$ cat src/rtl/dll_rx_dllp_parser.sv
// Receive-side DLLP parser: Ack/Nak filtering, partner credit limits and FC init state machine.
// Optional CRC-16 check of each DLLP is enabled by defining DLLP_CRC_CHECK_EN.
module dll_rx_dllp_parser #(
   parameter int CREDIT_DEPTH  = 12,
   parameter int SEQ_WIDTH     = 12,
   parameter int ERR_CNT_WIDTH = 16
) (
   input  logic                     sclk,
   input  logic                     srst,
   input  logic [47:0]              dllp_data_i,
   input  logic                     dllp_valid_i,
   output logic                     dllp_ready_o,
   output logic [SEQ_WIDTH-1:0]     acknak_seq_num_o,
   output logic                     acknak_seq_en_o,
   output logic                     acknak_is_nak_o,
   output logic [CREDIT_DEPTH-1:0]  ep_cl_p_h_o,
   output logic [CREDIT_DEPTH-1:0]  ep_cl_p_d_o,
   output logic [CREDIT_DEPTH-1:0]  ep_cl_np_h_o,
   output logic [CREDIT_DEPTH-1:0]  ep_cl_cpl_h_o,
   output logic [CREDIT_DEPTH-1:0]  ep_cl_cpl_d_o,
   output logic [1:0]               fc_state_o,
   output logic                     dl_up_o,
   output logic [ERR_CNT_WIDTH-1:0] err_cnt_o
);

   localparam logic [1:0] ST_INACTIVE = 2'd0;
   localparam logic [1:0] ST_INIT1    = 2'd1;
   localparam logic [1:0] ST_INIT2    = 2'd2;
   localparam logic [1:0] ST_ACTIVE   = 2'd3;

   function automatic logic [ERR_CNT_WIDTH-1:0] sat_inc(input logic [ERR_CNT_WIDTH-1:0] v);
      return (&v) ? v : v + ERR_CNT_WIDTH'(1);
   endfunction

`ifdef DLLP_CRC_CHECK_EN
   function automatic logic [15:0] crc16_calc(input logic [31:0] d);
      logic [15:0] c;
      logic        fb;
      c = 16'hFFFF;
      for (int i = 0; i < 32; i++) begin
         fb = c[15] ^ d[i];
         c  = {c[14:0], 1'b0} ^ (fb ? 16'h100B : 16'h0000);
      end
      return ~c;
   endfunction
`endif

   logic                    rdy;
   logic [47:0]             data_p0;
   logic                    vld_p0;
   logic                    crc_ok_p0;
   logic [31:0]             data_p1;
   logic                    vld_p1;
   logic                    crc_ok_p1;

   logic [1:0]              state;
   logic [1:0]              state_nxt;
   logic [2:0]              rec;
   logic [2:0]              new_rec;
   logic [SEQ_WIDTH-1:0]    last_ack;

   logic [7:0]              byte0;
   logic [7:0]              hdr_fc;
   logic [11:0]             dat_fc;
   logic [CREDIT_DEPTH-1:0] hdr_ext;
   logic [CREDIT_DEPTH-1:0] dat_ext;
   logic [SEQ_WIDTH-1:0]    seq_in;
   logic [SEQ_WIDTH-1:0]    ack_d;
   logic [1:0]              fc_sel;
   logic                    good;
   logic                    crc_bad;
   logic                    fc_ok;
   logic                    is_init1;
   logic                    is_init2;
   logic                    is_upd;
   logic                    is_ack;
   logic                    is_nak;
   logic                    ack_fwd;
   logic                    nak_fwd;
   logic                    load_lim;
   logic                    decode_unused;

   assign dllp_ready_o = rdy;

   // Input capture: no backpressure, ready rises on the first edge out of reset
   always_ff @(posedge sclk or posedge srst) begin
      if (srst) begin
         rdy    <= 1'b0;
         vld_p0 <= 1'b0;
      end else begin
         rdy    <= 1'b1;
         vld_p0 <= dllp_valid_i & rdy;
      end
   end

   always_ff @(posedge sclk) begin
      data_p0 <= dllp_data_i;
   end

`ifdef DLLP_CRC_CHECK_EN
   assign crc_ok_p0 = (crc16_calc(data_p0[31:0]) == {data_p0[39:32], data_p0[47:40]});
`else
   logic crc_bytes_unused;
   assign crc_ok_p0        = 1'b1;
   assign crc_bytes_unused = ^data_p0[47:32];
`endif

   // S1: beat plus CRC verdict
   always_ff @(posedge sclk or posedge srst) begin
      if (srst) vld_p1 <= 1'b0;
      else      vld_p1 <= vld_p0;
   end

   always_ff @(posedge sclk) begin
      data_p1   <= data_p0[31:0];
      crc_ok_p1 <= crc_ok_p0;
   end

   // S2 decode
   always_comb begin
      byte0    = data_p1[7:0];
      hdr_fc   = {data_p1[13:8], data_p1[23:22]};
      dat_fc   = {data_p1[19:16], data_p1[31:24]};
      hdr_ext  = CREDIT_DEPTH'(hdr_fc);
      dat_ext  = CREDIT_DEPTH'(dat_fc);
      seq_in   = SEQ_WIDTH'(dat_fc);
      ack_d    = seq_in - last_ack;
      good     = vld_p1 & crc_ok_p1;
      crc_bad  = vld_p1 & ~crc_ok_p1;
      fc_sel   = byte0[5:4];
      fc_ok    = good && (byte0[3:0] == 4'h0) && (byte0[5:4] != 2'b11);
      is_init1 = fc_ok && (byte0[7:6] == 2'b01);
      is_init2 = fc_ok && (byte0[7:6] == 2'b11);
      is_upd   = fc_ok && (byte0[7:6] == 2'b10);
      is_ack   = good && (byte0 == 8'h00);
      is_nak   = good && (byte0 == 8'h10);
      // Forward an Ack only when it advances last_ack by 1..half the sequence space
      ack_fwd  = is_ack && (state == ST_ACTIVE) && (ack_d != '0) && !ack_d[SEQ_WIDTH-1];
      nak_fwd  = is_nak && (state == ST_ACTIVE);
      load_lim = (is_init1 && (state == ST_INIT1)) || (is_upd && (state == ST_ACTIVE));
   end

   assign decode_unused = ^{data_p1[15:14], data_p1[21:20]};

   always_comb begin
      new_rec = 3'b000;
      if (is_init1 && (state == ST_INIT1)) begin
         case (fc_sel)
            2'b00:   new_rec = 3'b001;
            2'b01:   new_rec = 3'b010;
            default: new_rec = 3'b100;
         endcase
      end
   end

   // FC init state machine
   always_ff @(posedge sclk or posedge srst) begin
      if (srst) state <= ST_INACTIVE;
      else      state <= state_nxt;
   end

   always_comb begin
      state_nxt = state;
      case (state)
         ST_INACTIVE: state_nxt = ST_INIT1;
         ST_INIT1:    if ((rec | new_rec) == 3'b111) state_nxt = ST_INIT2;
         ST_INIT2:    if (is_init2 || is_upd) state_nxt = ST_ACTIVE;
         default:     state_nxt = ST_ACTIVE;
      endcase
   end

   always_comb begin
      fc_state_o = state;
      dl_up_o    = (state == ST_ACTIVE);
   end

   // S2 output registers
   always_ff @(posedge sclk or posedge srst) begin
      if (srst) begin
         acknak_seq_num_o <= '0;
         acknak_seq_en_o  <= 1'b0;
         acknak_is_nak_o  <= 1'b0;
         last_ack         <= '1;
         rec              <= 3'b000;
         ep_cl_p_h_o      <= '0;
         ep_cl_p_d_o      <= '0;
         ep_cl_np_h_o     <= '0;
         ep_cl_cpl_h_o    <= '0;
         ep_cl_cpl_d_o    <= '0;
         err_cnt_o        <= '0;
      end else begin
         acknak_seq_en_o <= ack_fwd | nak_fwd;
         if (ack_fwd || nak_fwd) begin
            acknak_seq_num_o <= seq_in;
            acknak_is_nak_o  <= nak_fwd;
            last_ack         <= seq_in;
         end
         rec <= rec | new_rec;
         if (load_lim) begin
            case (fc_sel)
               2'b00: begin
                  ep_cl_p_h_o <= hdr_ext;
                  ep_cl_p_d_o <= dat_ext;
               end
               2'b01:   ep_cl_np_h_o <= hdr_ext;
               default: begin
                  ep_cl_cpl_h_o <= hdr_ext;
                  ep_cl_cpl_d_o <= dat_ext;
               end
            endcase
         end
         if (crc_bad) err_cnt_o <= sat_inc(err_cnt_o);
      end
   end

endmodule
$ cat config.mk
export PLATFORM = sky130hd
export DESIGN_NAME = dll_rx_dllp_parser
export DESIGN_NICKNAME = d
export VERILOG_FILES = /design/src/rtl/dll_rx_dllp_parser.sv
export SDC_FILE = /design/constraint.sdc
export NUM_CORES = 1
export LEC_CHECK = 0
export CAP_MARGIN = 10
export CORE_ASPECT_RATIO = 0.5
export CORE_MARGIN = 3
export CORE_UTILIZATION = 40
export CTS_BUF_LIST = sky130_fd_sc_hd__clkbuf_4 sky130_fd_sc_hd__clkbuf_8
export DETAILED_ROUTE_END_ITERATION = 7
export PLACE_DENSITY = 0.74
export SLEW_MARGIN = 20
export SYNTH_ARGS = -nofsm -noshare
export SYNTH_HDL_FRONTEND = slang
export SYNTH_SLANG_ARGS = --single-unit
$ cat constraint.sdc
create_clock -name sclk -period 3.28 [get_ports sclk]
set_input_delay 0.328 -clock sclk [delete_from_list [all_inputs] [get_ports sclk]]
set_output_delay 0.328 -clock sclk [all_outputs]
set_load 0.05 [all_outputs]
==> results of run 1 <==
[kinds of logic after synthesis]
group,synth area share [%]
AO/OA/AOI/OAI,12.8
XOR/XNOR,0.779
other,0.134
AND/OR/NAND/NOR,10.8
multiplexers,9.17
adder cells (fa/ha/maj),2.80
buffers and inverters,6.88
flip-flops,56.7
[how the worst max path moves through the flow]
stage,start,endpoint,cells after the start
floorplan,last_ack[4]$_DFFE_PP1P_,acknak_seq_num_o[0]$_DFFE_PP0P_,10
global placement,data_p1[24]$_DFF_P_,acknak_seq_num_o[11]$_DFFE_PP0P_,11
detailed placement,last_ack[4]$_DFFE_PP1P_,acknak_seq_num_o[11]$_DFFE_PP0P_,9
CTS,data_p1[24]$_DFF_P_,acknak_seq_num_o[11]$_DFFE_PP0P_,11
global route,data_p1[24]$_DFF_P_,acknak_seq_num_o[11]$_DFFE_PP0P_,11
finish,data_p1[24]$_DFF_P_,acknak_seq_num_o[11]$_DFFE_PP0P_,11
[synth_stat cells (3+ instances only)]
cell type and number:
o311ai_2 10, nand3_1 4, dfstp_2 12, nor2_1 7, and2_1 3, o21ai_1 3
o21a_1 4, a21oi_1 10, o21ai_0 8, buf_4 28, ha_1 11, dfxtp_1 56
nor3_1 17, nand2_1 49, buf_1 4, a32oi_1 25, nand4_1 3, mux2_2 44
buf_2 6, clkbuf_1 10, dfrtp_1 70, inv_1 19, xnor2_1 3, nor4_1 15
nor2b_1 4
[power by group through the flow]
stage | sequential, mW | combinational (mW) | clock, mW
after CTS | 1.78 | 0.343 | 1.45
final | 1.78 | 0.341 | 1.41
after detailed placement | 1.81 | 0.342 | 0
after global routing | 1.79 | 0.364 | 1.53
after floorplan | 1.86 | 0.208 | 0
after global placement | 1.81 | 0.338 | 0
[cell type report]
cell class / instances / area share (%)
Clock buffer: 17 / 3.29
Inverter: 19 / 1.02
Clock inverter: 15 / 2.72
Tap cell: 186 / 3.27
Timing Repair Buffer: 106 / 14.7
Multi-Input combinational cell: 293 / 30.2
Sequential cell: 138 / 44.8
[registers in the layout, indices dropped and copies added (netlist names), 2 cells and up]
| register | count |
|---|---|
| acknak_seq_num_o | 12 |
| ep_cl_p_h_o | 8 |
| rec | 3 |
| ep_cl_np_h_o | 8 |
| last_ack | 12 |
| data_p1 | 28 |
| ep_cl_cpl_h_o | 8 |
| fc_state_o | 2 |
| data_p0 | 28 |
| ep_cl_cpl_d_o | 12 |
| ep_cl_p_d_o | 12 |
[critical path: cells and delay by family (launching register included)]
family          cells  cell delay (ps)
fa+ha+maj           2              630
compound gates      2              640
flops               1              370
simple gates        5              860
buf+inv             2              300
[metal layers]
layer,GRT usage [%],share of wire (%),up-vias
met1,19.4,45,1916
met2,26.2,50,98
met4,4.61,0.71,0
met5,0,0,-
met3,4.08,4.4,9
li1,-,-,1876
[cells in the final DEF, fill, tap and decap left out, drive strengths merged, types with 10 or more instances in the layout]
| cell type | instances |
|---|---|
| mux2 | 44 |
| nor3 | 19 |
| a21oi | 10 |
| a32oi | 25 |
| dfxtp | 56 |
| nor4 | 15 |
| clkdlybuf4s50 | 96 |
| clkbuf | 17 |
| conb | 29 |
| ha | 11 |
| dfstp | 12 |
| o311ai | 12 |
| dfrtp | 70 |
| inv | 27 |
| nand2 | 49 |
| buf | 10 |
| o21ai | 11 |
[stage by stage]
stage	setup slack, ps	hold slack, ps	power [mW]	std cells
final	353	292	3.53	774
after CTS	353	276	3.58	774
after floorplan	559	310	2.07	500
after detailed placement	369	312	2.16	742
after global routing	54.7	264	3.68	774
after global placement	370	309	2.15	742
==> metrics.yaml, run 1 <==
fmax_ghz: 0.342
worst_ep_required_time_ps: 3600
pwr-share-clk_pct: 40.0
yosys_register_bits: 138
area.sequential_um2: 3190
cts_tree: "yes"
wire_per_inst_um: 15.1
drc: 0
switchingPower_mw: 1.08
end_kind: "flop"
viasPerCell: 5.04
worstPathArrival_ps: 3250
p_seq_share_pct: 50.4
synth_area_um2: 5620
slew_violations: 0
cts_resized: 0
drt-pass1-iter-count: 4
yosys.area.top_type: "dfrtp_1"
tns_ps: 0
place_congestion: 0.772
cp_max_fo: 13
cts_sinks: 138
worstMarginPinSlew_ps: 724
cts_buffers: 17
hold_path_class: "input pin to async pin"
diodes: 0
die_area_um2: 15600
finalClockSkew_ps: 14.7
vias: 3899
synth_top_area_share_pct: 31.2
multiInputGateArea_um2: 2150
grt_pass1_wl_um: 19700
syn_area_per_cell_um2: 11.9
start_kind: "flop"
io_pins: 145
relSlewSlack_pct: 51.7
synthCells: 473
fp.coreArea_um2: 13200
synth_area_leaders: "dfrtp_1, dfxtp_1, mux2_2, dfstp_2, a32oi_1"
synthArstFlopShare_pct: 59.4
crit_type: "flop to flop"
yosysUniqueCellTypes: 58
clock_path_buffers: 2
yosysSeqAreaShare_pct: 56.7
powerDensity_nw_per_um2: 496
cts_hold_buf: 0
grt-ovfl-total: 0
yosysWarnings: 0
synth_edf_count: 0
grt_start_max_net_pins: 46
fp-row-count: 29
fillers: 1157
first_global_vias: 3868
postRouteAntennaNets: 0
dieHeight_um: 89.8
nets: 638
min_period_ps: 2930
cp_cell_sequence: "inv_1 > ha_1 > fa_1 > nand2b_1 > a21oi_1 > nor4_1 > nor4b_1 > nand4_1 > buf_4 > o311ai_1 > nand2_1"
hpwl_um: 8120
reg2regPathDepth: 11
vdd_drop_max_uv: 248
switching_share_pct: 30.5
fin_area_um2: 7120
areaGrowthSynthToFinish_pct: 26.6
rsz0062_at_grt: "no"
r2r_start: "data_p1[24]$_DFF_P_"
dpl_cell_area_um2: 6690
fin_crit_sh_pct: 89.2
wl_um: 11700
dieWidth_um: 174
htree_levels: 4
ff2ff_setup_slack_ps: 350
cpPeakStageDelay_ps: 400
clkTransAtPathRegs_ps: 100
synth_top_flop_cell: "dfrtp_1"
port_buffers: 96
setup_violations: 0
internal_power_mw: 2.45
antenna_found_initial: 0
status: "finished clean"
clock_latency_ps: 440
grt_usage_pct: 15.4
maxCapViolations: 0
hold_viol_final: 0
leakage_nw: 3.13
pwr-share-comb_pct: 9.7
cts_root_buffer: "clkbuf_8"
cts_setup_buffers: 0
slowest_stage: "fa_1"
initial_core_util_pct: 42.6
r2r-end: "acknak_seq_num_o[11]$_DFFE_PP0P_"
final_util_pct: 53.9
final_layout_size_suffix_gt1_share_pct: 20.1
drtIter0Drc: 177
Power figures use the tool's default switching activity.
==> run 2: changes to the inputs <==
ABC_CLOCK_PERIOD_IN_PS = 3280   (was default)
==> results of run 2 <==
Same layout as run 1: the final DEF is identical, and so are final timing and power.
==> run 3: changes to the inputs <==
CELL_PAD_IN_SITES_DETAIL_PLACEMENT = 0   (was default)
CELL_PAD_IN_SITES_GLOBAL_PLACEMENT = 2   (was default)
CORE_UTILIZATION = 32   (was 40)
PLACE_DENSITY = 0.87   (was 0.74)
RECOVER_POWER = 100   (was default)
==> metrics.yaml, run 3 (same netlist as run 1, synthesis figures left out) <==
status: "finished with violations"
violations: "max-capacitance violations, max-slew violations"
internal_power_mw: 2.57
largestRegisters: "data_p0 x28, data_p1 x28"
drtIter0Drc: 218
relSlewSlack_pct: -40.6
area.sequential_um2: 3190
drc: 0
cp_cell_sequence: "inv_1 > ha_1 > fa_1 > nand2b_1 > a21oi_1 > nor4_1 > nor4b_1 > nand4_1 > buf_4 > o311ai_2 > nand2_1"
htree_levels: 4
hpwl_um: 8640
place_congestion: 0.757
grt_pass1_wl_um: 21100
areaGrowthSynthToFinish_pct: 26.8
dieWidth_um: 193
pwr-share-clk_pct: 41.5
fin_crit_sh_pct: 92.1
clock_path_buffers: 2
grt-ovfl-total: 0
powerDensity_nw_per_um2: 504
switchingPower_mw: 1.03
fmax_ghz: 0.331
slew_violations: 83
wire_per_inst_um: 15.4
drt-pass1-iter-count: 4
cts_tree: "yes"
grt_usage_pct: 13.5
end_kind: "flop"
worstMarginPinSlew_ps: 2110
start_kind: "flop"
cp_num_buf_inv: 2
postRouteAntennaNets: 0
min_period_ps: 3020
cts_resized: 0
hold_viol_final: 0
crit_type: "flop to flop"
maxCapViolations: 1
layout_setup_ws_ps: 258
nets: 638
fp-row-count: 33
cts_root_buffer: "clkbuf_8"
io_pins: 145
tns_ps: 0
vdd_drop_max_uv: 205
dieHeight_um: 99.7
power_mw: 3.60
antenna_found_initial: 0
multiInputGateArea_um2: 2130
die_area_um2: 19300
switching_share_pct: 28.7
initial_core_util_pct: 33.5
vias: 3897
leakage_nw: 3.35
cts_hold_buf: 0
crit_family: "simple AND/OR/NAND/NOR gates"
dpl_worst_slack_ps: 278
slowest_stage: "nor4b_1"
first_global_vias: 4004
p_seq_share_pct: 49.4
worstPathArrival_ps: 3340
clock_latency_ps: 430
setup_violations: 0
finalClockSkew_ps: 15.6
cp_max_fo: 13
grt_start_max_net_pins: 83
diodes: 0
wl_um: 12600
cpPeakStageDelay_ps: 420
worst_ep_required_time_ps: 3600
pwr-share-comb_pct: 9.1
final_layout_size_suffix_gt1_share_pct: 19.6
layout_commonest_cell: "dlygate4sd3_1"
fillers: 1590
port_buffers: 96
mostFrequentLayoutCells: "dlygate4sd3_1, dfrtp_1, dfxtp_1"
cts_sinks: 138
fp.coreArea_um2: 16800
hold_path_class: "flop to flop"
cts_setup_buffers: 0
rsz0062_at_grt: "no"
clkTransAtPathRegs_ps: 90
viasPerCell: 4.78
cts_buffers: 17
run 3: changes by cell type in the layout (fill, tap and decap cells not counted), sizes merged:
| cell | delta |
|---|---|
| clkdlybuf4s50 | -95 |
| dlygate4sd3 | +95 |
| clkinv | -5 |
| buf | -4 |
| clkbuf | +4 |
| bufinv | +2 |
| clkinvlp | +2 |
| inv | +1 |
run 3: worst reg2reg max path: stages (launching register included):
cell and delay, ps:
dfxtp_1 370, inv_1 90, ha_1 230, fa_1 400, nand2b_1 180, a21oi_1 270, nor4_1 90, nor4b_1 420
nand4_1 140, buf_4 220, o311ai_2 410, nand2_1 90
run 3: cell type report:
cell class	count	share of cell area [%]
Tap cell	227	3.98
Inverter	19	1.02
Sequential cell	138	44.7
Clock inverter	15	2.77
Multi-Input combinational cell	293	29.8
Timing Repair Buffer	106	14.4
Clock buffer	17	3.28
run 3: worst paths after layout:
kind / end / slack (ps) / depth (start not counted) / from
setup / recovery: acknak_seq_num_o[0]$_DFFE_PP0P_ / 260 / 11 / data_p1[24]$_DFF_P_
hold / removal: data_p1[31]$_DFF_P_ / 330 / 0 / data_p0[31]$_DFF_P_
setup reg to reg: acknak_seq_num_o[0]$_DFFE_PP0P_ / 260 / 11 / data_p1[24]$_DFF_P_
hold reg to reg: data_p1[31]$_DFF_P_ / 330 / 0 / data_p0[31]$_DFF_P_
max in group asynchronous: ep_cl_cpl_d_o[7]$_DFFE_PP0P_ / 930 / 3 / srst
min in group asynchronous: ep_cl_p_d_o[2]$_DFFE_PP0P_ / 1120 / 3 / srst
run 3: stage by stage:
| stage | hold WS, ps | utilization (%) | area, µm² | std cells |
|---|---|---|---|---|
| final | 326 | 42.4 | 7130 | 815 |
| after global routing | 331 | 42.4 | 7130 | 815 |
| after CTS | 285 | 42.7 | 7170 | 815 |
| after detailed placement | 312 | 40.1 | 6740 | 783 |
| after global placement | 310 | 40.1 | 6740 | 783 |
| after floorplan | 310 | - | 5720 | 500 |
run 3: routing by layer:
layer  global-route usage (%)  routed length (µm)
met1                     17.4                5770
met2                     22.4                6110
met3                     3.65                 524
met4                     4.28                 148
met5                        0                   0
run 3: power by group through the flow:
stage	sequential (mW)	combinational, mW	clock [mW]
global placement	1.81	0.344	0
CTS	1.78	0.346	1.55
global route	1.79	0.351	1.61
detailed placement	1.82	0.345	0
finish	1.78	0.327	1.49
floorplan	1.86	0.208	0
